### src/rtl/idp_pkg.sv
// idp_pkg: shared constants and types for the integer data path sequencer.
// Opcodes, ALU codes, FSM state encoding, field positions and control word.
package idp_pkg;

    localparam logic [3:0] OP_MAX_REG = 4'hB;
    localparam logic [3:0] OP_LDI     = 4'hC;
    localparam logic [3:0] OP_ADDI    = 4'hD;
    localparam logic [3:0] OP_NOP     = 4'hE;
    localparam logic [3:0] OP_HALT    = 4'hF;

    localparam logic [3:0] ALU_NONE   = 4'h0;
    localparam logic [3:0] ALU_PASS_S = 4'h1;
    localparam logic [3:0] ALU_ADD    = 4'h4;

    localparam int OP_HI = 15;
    localparam int OP_LO = 12;
    localparam int WA_HI = 11;
    localparam int WA_LO = 9;
    localparam int RA_HI = 8;
    localparam int RA_LO = 6;
    localparam int SA_HI = 5;
    localparam int SA_LO = 3;

    localparam logic [15:0] IR_RESET = 16'hE000;

    typedef enum logic [1:0] {
        ST_FETCH = 2'd0,
        ST_IMM   = 2'd1,
        ST_EXEC  = 2'd2,
        ST_HALT  = 2'd3
    } state_t;

    typedef struct packed {
        logic        w_en;
        logic [2:0]  w_adr;
        logic [2:0]  r_adr;
        logic [2:0]  s_adr;
        logic        s_sel;
        logic [3:0]  alu_op;
        logic [15:0] ds;
    } ctrl_t;

    function automatic logic [3:0] opcode(input logic [15:0] w);
        return w[OP_HI:OP_LO];
    endfunction

    function automatic logic needs_imm(input logic [3:0] op);
        return (op == OP_LDI) || (op == OP_ADDI);
    endfunction

endpackage

### src/rtl/idp_sequencer_if.sv
// idp_sequencer_if: instruction stream valid/ready handshake.
// The source is the master; the sequencer is the slave.
interface idp_sequencer_if;

    logic [15:0] instr;
    logic        instr_valid;
    logic        instr_ready;

    modport master (
        output instr,
        output instr_valid,
        input  instr_ready
    );

    modport slave (
        input  instr,
        input  instr_valid,
        output instr_ready
    );

endinterface

### src/rtl/idp_decode.sv
// idp_decode: combinational map from IR and immediate to the control word.
// Address, ALU_OP and DS follow the registers; W_En and S_Sel only in EXEC.
module idp_decode
    import idp_pkg::*;
(
    input  logic [15:0] ir,
    input  logic [15:0] imm,
    input  logic        exec,
    output ctrl_t       ctrl
);

    logic [3:0] op;
    logic       unused_fields;

    assign op            = opcode(ir);
    assign unused_fields = ^ir[2:0];

    // Decode opcode class into ALU operation and S-mux select
    always_comb begin
        ctrl        = '0;
        ctrl.w_en   = exec;
        ctrl.w_adr  = ir[WA_HI:WA_LO];
        ctrl.r_adr  = ir[RA_HI:RA_LO];
        ctrl.s_adr  = ir[SA_HI:SA_LO];
        ctrl.ds     = imm;
        ctrl.alu_op = ALU_NONE;
        unique case (1'b1)
            (op <= OP_MAX_REG): begin
                ctrl.alu_op = op;
            end
            (op == OP_LDI): begin
                ctrl.alu_op = ALU_PASS_S;
                ctrl.s_sel  = exec;
            end
            (op == OP_ADDI): begin
                ctrl.alu_op = ALU_ADD;
                ctrl.s_sel  = exec;
            end
            default: begin
                ctrl.alu_op = ALU_NONE;
            end
        endcase
    end

endmodule

### src/rtl/idp_sequencer.sv
// idp_sequencer: fetch/immediate/execute/halt control FSM for the data path.
// Holds IR, immediate, latched ALU flags and the retired-instruction count.
module idp_sequencer
    import idp_pkg::*;
#(
    parameter int CNT_W = 16
) (
    input  logic             clk,
    input  logic             reset,
    idp_sequencer_if.slave   bus,
    input  logic             C,
    input  logic             N,
    input  logic             Z,
    output logic             W_En,
    output logic [2:0]       W_Adr,
    output logic [2:0]       R_Adr,
    output logic [2:0]       S_Adr,
    output logic             S_Sel,
    output logic [3:0]       ALU_OP,
    output logic [15:0]      DS,
    output logic             flag_C,
    output logic             flag_N,
    output logic             flag_Z,
    output logic             halted,
    output logic [CNT_W-1:0] instr_count
);

    state_t      state;
    state_t      next_state;
    logic [15:0] ir;
    logic [15:0] imm;
    logic        rdy;
    logic        ir_ld;
    logic        imm_ld;
    logic        flg_ld;
    logic        cnt_inc;
    logic [3:0]  in_op;
    ctrl_t       ctrl;

    assign in_op = opcode(bus.instr);

    // State register
    always_ff @(posedge clk) begin
        if (reset) state <= ST_FETCH;
        else       state <= next_state;
    end

    // Next state and register load strobes
    always_comb begin
        next_state = state;
        rdy        = 1'b0;
        ir_ld      = 1'b0;
        imm_ld     = 1'b0;
        flg_ld     = 1'b0;
        cnt_inc    = 1'b0;
        unique case (state)
            ST_FETCH: begin
                rdy = 1'b1;
                if (bus.instr_valid) begin
                    ir_ld = 1'b1;
                    unique case (1'b1)
                        needs_imm(in_op): next_state = ST_IMM;
                        (in_op == OP_NOP): begin
                            next_state = ST_FETCH;
                            cnt_inc    = 1'b1;
                        end
                        (in_op == OP_HALT): begin
                            next_state = ST_HALT;
                            cnt_inc    = 1'b1;
                        end
                        default: next_state = ST_EXEC;
                    endcase
                end
            end
            ST_IMM: begin
                rdy = 1'b1;
                if (bus.instr_valid) begin
                    imm_ld     = 1'b1;
                    next_state = ST_EXEC;
                end
            end
            ST_EXEC: begin
                flg_ld     = 1'b1;
                cnt_inc    = 1'b1;
                next_state = ST_FETCH;
            end
            ST_HALT: begin
                next_state = ST_HALT;
            end
            default: begin
                next_state = ST_FETCH;
            end
        endcase
    end

    // Instruction, immediate, flag and counter registers
    always_ff @(posedge clk) begin
        if (reset) begin
            ir          <= IR_RESET;
            imm         <= '0;
            flag_C      <= 1'b0;
            flag_N      <= 1'b0;
            flag_Z      <= 1'b0;
            instr_count <= '0;
        end else begin
            if (ir_ld)  ir  <= bus.instr;
            if (imm_ld) imm <= bus.instr;
            if (flg_ld) begin
                flag_C <= C;
                flag_N <= N;
                flag_Z <= Z;
            end
            if (cnt_inc) instr_count <= instr_count + CNT_W'(1);
        end
    end

    idp_decode u_decode (
        .ir   (ir),
        .imm  (imm),
        .exec (state == ST_EXEC),
        .ctrl (ctrl)
    );

    assign bus.instr_ready = rdy & ~reset;
    assign halted          = (state == ST_HALT);
    assign W_En            = ctrl.w_en;
    assign W_Adr           = ctrl.w_adr;
    assign R_Adr           = ctrl.r_adr;
    assign S_Adr           = ctrl.s_adr;
    assign S_Sel           = ctrl.s_sel;
    assign ALU_OP          = ctrl.alu_op;
    assign DS              = ctrl.ds;

endmodule

### src/flat_wrapper.sv
// flat-port wrapper written by rule: the top's interface ports become plain ports
module idp_sequencer_flat import idp_pkg::*;
#(
    parameter int CNT_W = 16
)
  (clk, reset, C, N, Z, W_En, W_Adr, R_Adr, S_Adr, S_Sel, ALU_OP, DS, flag_C, flag_N, flag_Z, halted, instr_count, bus_instr, bus_instr_valid, bus_instr_ready);
  idp_sequencer_if bus_i ();
  input  logic clk;
  input  logic reset;
  input  logic C;
  input  logic N;
  input  logic Z;
  output logic W_En;
  output logic [2:0] W_Adr;
  output logic [2:0] R_Adr;
  output logic [2:0] S_Adr;
  output logic S_Sel;
  output logic [3:0] ALU_OP;
  output logic [15:0] DS;
  output logic flag_C;
  output logic flag_N;
  output logic flag_Z;
  output logic halted;
  output logic [CNT_W-1:0] instr_count;
  input wire logic [$bits(bus_i.instr)-1:0] bus_instr;
  input wire logic [$bits(bus_i.instr_valid)-1:0] bus_instr_valid;
  output wire logic [$bits(bus_i.instr_ready)-1:0] bus_instr_ready;
  assign bus_i.instr = bus_instr;
  assign bus_i.instr_valid = bus_instr_valid;
  assign bus_instr_ready = bus_i.instr_ready;
  idp_sequencer #(.CNT_W(CNT_W)) u_core (.clk(clk), .reset(reset), .bus(bus_i), .C(C), .N(N), .Z(Z), .W_En(W_En), .W_Adr(W_Adr), .R_Adr(R_Adr), .S_Adr(S_Adr), .S_Sel(S_Sel), .ALU_OP(ALU_OP), .DS(DS), .flag_C(flag_C), .flag_N(flag_N), .flag_Z(flag_Z), .halted(halted), .instr_count(instr_count));
endmodule
### config.mk
export PLATFORM = sky130hd
export DESIGN_NAME = idp_sequencer_flat
export DESIGN_NICKNAME = d
export VERILOG_FILES = /design/src/rtl/idp_pkg.sv /design/src/rtl/idp_sequencer_if.sv /design/src/rtl/idp_decode.sv /design/src/rtl/idp_sequencer.sv /design/src/flat_wrapper.sv
export SDC_FILE = /design/constraint.sdc
export NUM_CORES = 1
export LEC_CHECK = 0
export ABC_AREA = 1
export BUFFER_PORTS_ARGS = -buffer_cell sky130_fd_sc_hd__buf_2
export CAP_MARGIN = 15
export CORE_ASPECT_RATIO = 0.9
export CORE_MARGIN = 5
export CORE_UTILIZATION = 42
export CTS_CLUSTER_DIAMETER = 150
export DETAILED_ROUTE_END_ITERATION = 8
export GPL_ROUTABILITY_DRIVEN = 0
export PLACE_DENSITY = 0.67
export SLEW_MARGIN = 30
export SYNTH_ARGS = -nofsm -noshare
export SYNTH_HDL_FRONTEND = slang
export SYNTH_HIERARCHICAL = 1
export SYNTH_SLANG_ARGS = --single-unit
### constraint.sdc
create_clock -name clk -period 1.7 [get_ports clk]
set_input_delay 0.34 -clock clk [delete_from_list [all_inputs] [get_ports clk]]
set_output_delay 0.34 -clock clk [all_outputs]
set_load 0.03 [all_outputs]
==> results by stage <==
Setup path:
- The worst path arrival time is 1.27 ns.
- The critical path goes through inv_2 -> nand2_4 -> inv_2 -> inv_1 -> nor3_1 -> buf_4.
- In this design, the stage delay of the slowest critical-path cell is 0.37 ns.
- The path depth of the worst reg2reg path is 9.
- Setup slack on the worst reg-to-reg path comes out at 0.27 ns.
- The number of buffer and inverter instances along the worst setup path is 4.
- The type of element launching the critical path is a register.
- In this run the worst setup path terminates at S_Sel.
- In this run the worst path has a maximum fanout of 5.
- The critical-path cell with the highest stage delay is sky130_fd_sc_hd__dfxtp_4.
- The kind of cell with the highest combined delay on the critical path is buffers and inverters.
- The endpoint identified for the worst register-to-register timing path is u_core/instr_count[14].
- STA classifies the critical path endpoint as an output pin.
- The most critical setup path has its startpoint at u_core/state[0].
- In this run the number of cells on the critical path is 6.
- The startpoint of the worst-slack reg-to-reg timing path is u_core/instr_count[1].
- The class of the most critical setup path is reg2out.
- The cell occurring most often along the worst timing path is sky130_fd_sc_hd__inv_2.
- For the worst setup path, the data required time is 1.36 ns.

Drt:
- The number of remaining DRC errors is 0.
- The number of detailed-route iterations in the first pass is 4.
- Wires add up to 5440 um.
- The routed via count is 2145.
- The average via count per standard cell is 4.81.
- Once detail routing completed, the nets flagged for antenna violations numbered 0.
- The average wire length per cell after detail routing is 12.2 um.
- The iteration-0 DRC count of the detailed router is 115.

Place:
- Buffers placed on the I/O ports in this run total 73.
- The minimum setup slack after placement is 0.251 ns.
- The estimated wirelength of the detail-placed design is 3900 um.
- The number of cells in the design after placement is 437.

Timing:
- The slew of the pin with the lowest slew margin is 0.475 ns.
- The setup slack of the critical path after layout is 0.0882 ns.
- The max-slew violation count was 0.
- Headroom to the max-slew limit came out at 0.683.
- Based on the critical path, the design can be clocked at up to 620 MHz.
- Between clock sinks in the finished design, the worst skew comes to 0.00435 ns.
- The worst path in the final design needs a cycle of 1.61 ns, including I/O delays and setup.
- Setup repair after global routing left no endpoint under its margin.
- The final number of hold-violating endpoints was 0.
- Dividing the final minimum period by the clock period gives 0.948.
- The summed negative setup slack over all endpoints is 0 ns.
- The final-report setup violation count is 0.

Floorplanning:
- The region available for standard cell placement spans 5320 um^2.
- In this run the horizontal extent of the chip is 88.4 um.
- 74 I/O pins were placed.
- The total die area is 7120 um^2.
- The starting density of the core is 0.437.
- The floorplan die height is 80.6 um.
- The initialized floorplan defines 25 standard-cell rows.

Synthesis:
- A synthesized cell averages 7.04 um^2.
- The Yosys step of the flow raised 6 warnings.
- The area of the mapped netlist is 2320 um^2.
- The post-synthesis net count is 353.
- After technology mapping, the gate count stands at 330.

Pwr:
- Of the total power, the clock network draws 0.381.
- The share of total power dissipated in sequential elements is 0.475.
- For this design the ratio of total power to cell area is 968 nW/um^2.
- Summed over all cells, the static leakage comes to 1.28 nW.
- The internal power contribution is 1.93 mW.
- The worst-case IR drop observed on VDD is 598 uV.
- The power dissipated by switching net loads is 704 uW.
- After layout, the design draws a total of 2.63 mW.
- The switching share of total power is 0.268.
- Of the total power, combinational logic draws 0.144.

Clock tree:
- The insertion delay to the later sink of the worst-skew pair is 0.30 ns.
- TritonCTS created 5 clock buffers.
- The clock drives 50 sinks.
- TritonCTS built the clock tree.
- The clock passes through at most 2 buffers.
- The clock tree synthesis step divided the H-tree into 2 levels.
- The clock-pin slew reported for the worst setup and hold paths after clock tree synthesis is 0.09 ns.
- The root buffer selected by CTS is sky130_fd_sc_hd__clkbuf_8.

Final layout:
- Leaving out filler cells and counting taps, the final layout contains 446.
- The area added between synthesis and finish is 16.9%.
- The proportion of layout cells with a drive suffix above 1 is 0.274.
- The final-layout fill cell count is 531.
- At the end of the flow, the number of nets in the layout was 401.
- The total inserted antenna cells is 0.

GRT:
- The met3 track demand over resource in global routing is 0.0359.
- The number of antenna violations at the first check in global routing is 0.
- The via count of the first global-routing pass is 2004.
- After global routing the overflow that remains totals 0.
- In the global route stage, met1 resource usage came out at 0.180.
- For this run, the total global-route usage over all layers was measured as 0.156.
- The first global-routing pass estimated 8830 um of wire.
- In this run the most used layer during global routing was met2.
- Entering global routing, the biggest net connects 30 pins.
- The global-route met2 utilization is 0.284.

Run:
- The tool flagged a number of max-cap violations equal to 0.

Worst hold path:
- The path type of the worst min-delay path is in2reg.
- The worst hold path was traced through 3 stages.

Outcome:
- The run finished with clean final reports.
[metal layers]
layer | up-vias | routed length, um
met1 | 973 | 2400
met2 | 55 | 2660
li1 | 1112 | -
met5 | - | 0
met4 | 0 | 45
met3 | 5 | 331
[worst min-delay path: cells and delay by family]
family	cells	cell delay [ns]
buffers and inverters	1	0.09
AND/OR/NAND/NOR	1	0.05
AO/OA/AOI/OAI	1	0.05
[how the worst min path moves through the flow]
stage                        start              to  slack, ns
floorplan           u_core/imm[10]  u_core/imm[10]       0.44
global placement     u_core/imm[0]   u_core/imm[0]       0.45
detailed placement   u_core/imm[5]   u_core/imm[5]       0.45
CTS                   bus_instr[7]   u_core/imm[7]       0.27
global route          bus_instr[0]   u_core/imm[0]       0.27
finish                bus_instr[0]   u_core/imm[0]       0.28
[cell usage in the layout (no fill, tap or decap), types with 2 or more instances in the layout]
master and count:
sky130_fd_sc_hd__inv_1 24, sky130_fd_sc_hd__buf_4 6, sky130_fd_sc_hd__nand2_1 75, sky130_fd_sc_hd__nand3_1 13, sky130_fd_sc_hd__nand2_2 3, sky130_fd_sc_hd__o21ai_0 18, sky130_fd_sc_hd__clkbuf_8 5, sky130_fd_sc_hd__buf_2 72
sky130_fd_sc_hd__nor2_2 5, sky130_fd_sc_hd__nor2_1 51, sky130_fd_sc_hd__dfxtp_1 48, sky130_fd_sc_hd__bufinv_16 2, sky130_fd_sc_hd__nor3_1 4, sky130_fd_sc_hd__xor2_1 2, sky130_fd_sc_hd__nand4_1 6, sky130_fd_sc_hd__a21oi_1 28
sky130_fd_sc_hd__inv_2 6
[repair_timing]
item / 4_1_cts / 5_1_grt
hold buffers: 0 / 0
endpoints found under the setup margin: 1 / 1
buffers inserted: 0 / 1
hold endpoints to repair: 0 / 0
gates resized for setup: 4 / 3
[sequential cells by signal, summed over array words and instances, names as in the netlist]
name,count
u_core/state,2
u_core/imm,16
u_core/flag_Z,1
u_core/ir,13
u_core/flag_N,1
u_core/flag_C,1
u_core/instr_count,16
[metrics by stage]
stage	util	hold WS (ns)	area, um^2
after floorplan	-	0.445	2320
after global placement	0.481	0.449	2560
after detailed placement	0.481	0.454	2560
after CTS	0.508	0.272	2700
after global routing	0.511	0.275	2720
final	0.511	0.276	2720
[final cells by class]
class | count | area (um^2) | area share
sequential | 50 | 1010 | 0.370
clock inverter | 3 | 68.8 | 0.0253
timing repair buffer | 79 | 425 | 0.157
inverter | 30 | 113 | 0.0415
tap | 67 | 83.8 | 0.0309
multi-input combinational | 212 | 951 | 0.350
clock buffer | 5 | 68.8 | 0.0253
[power groups by stage]
stage | Clock, mW | Combinational [mW] | Sequential, mW
6_report | 1.00 | 0.378 | 1.25
5_1_grt | 1.08 | 0.415 | 1.26
4_1_cts | 1.03 | 0.378 | 1.25
3_5_place_dp | 0 | 0.375 | 1.28
3_3_place_gp | 0 | 0.373 | 1.28
2_1_floorplan | 0 | 0.280 | 1.29
(Power assumes the default switching activity.)
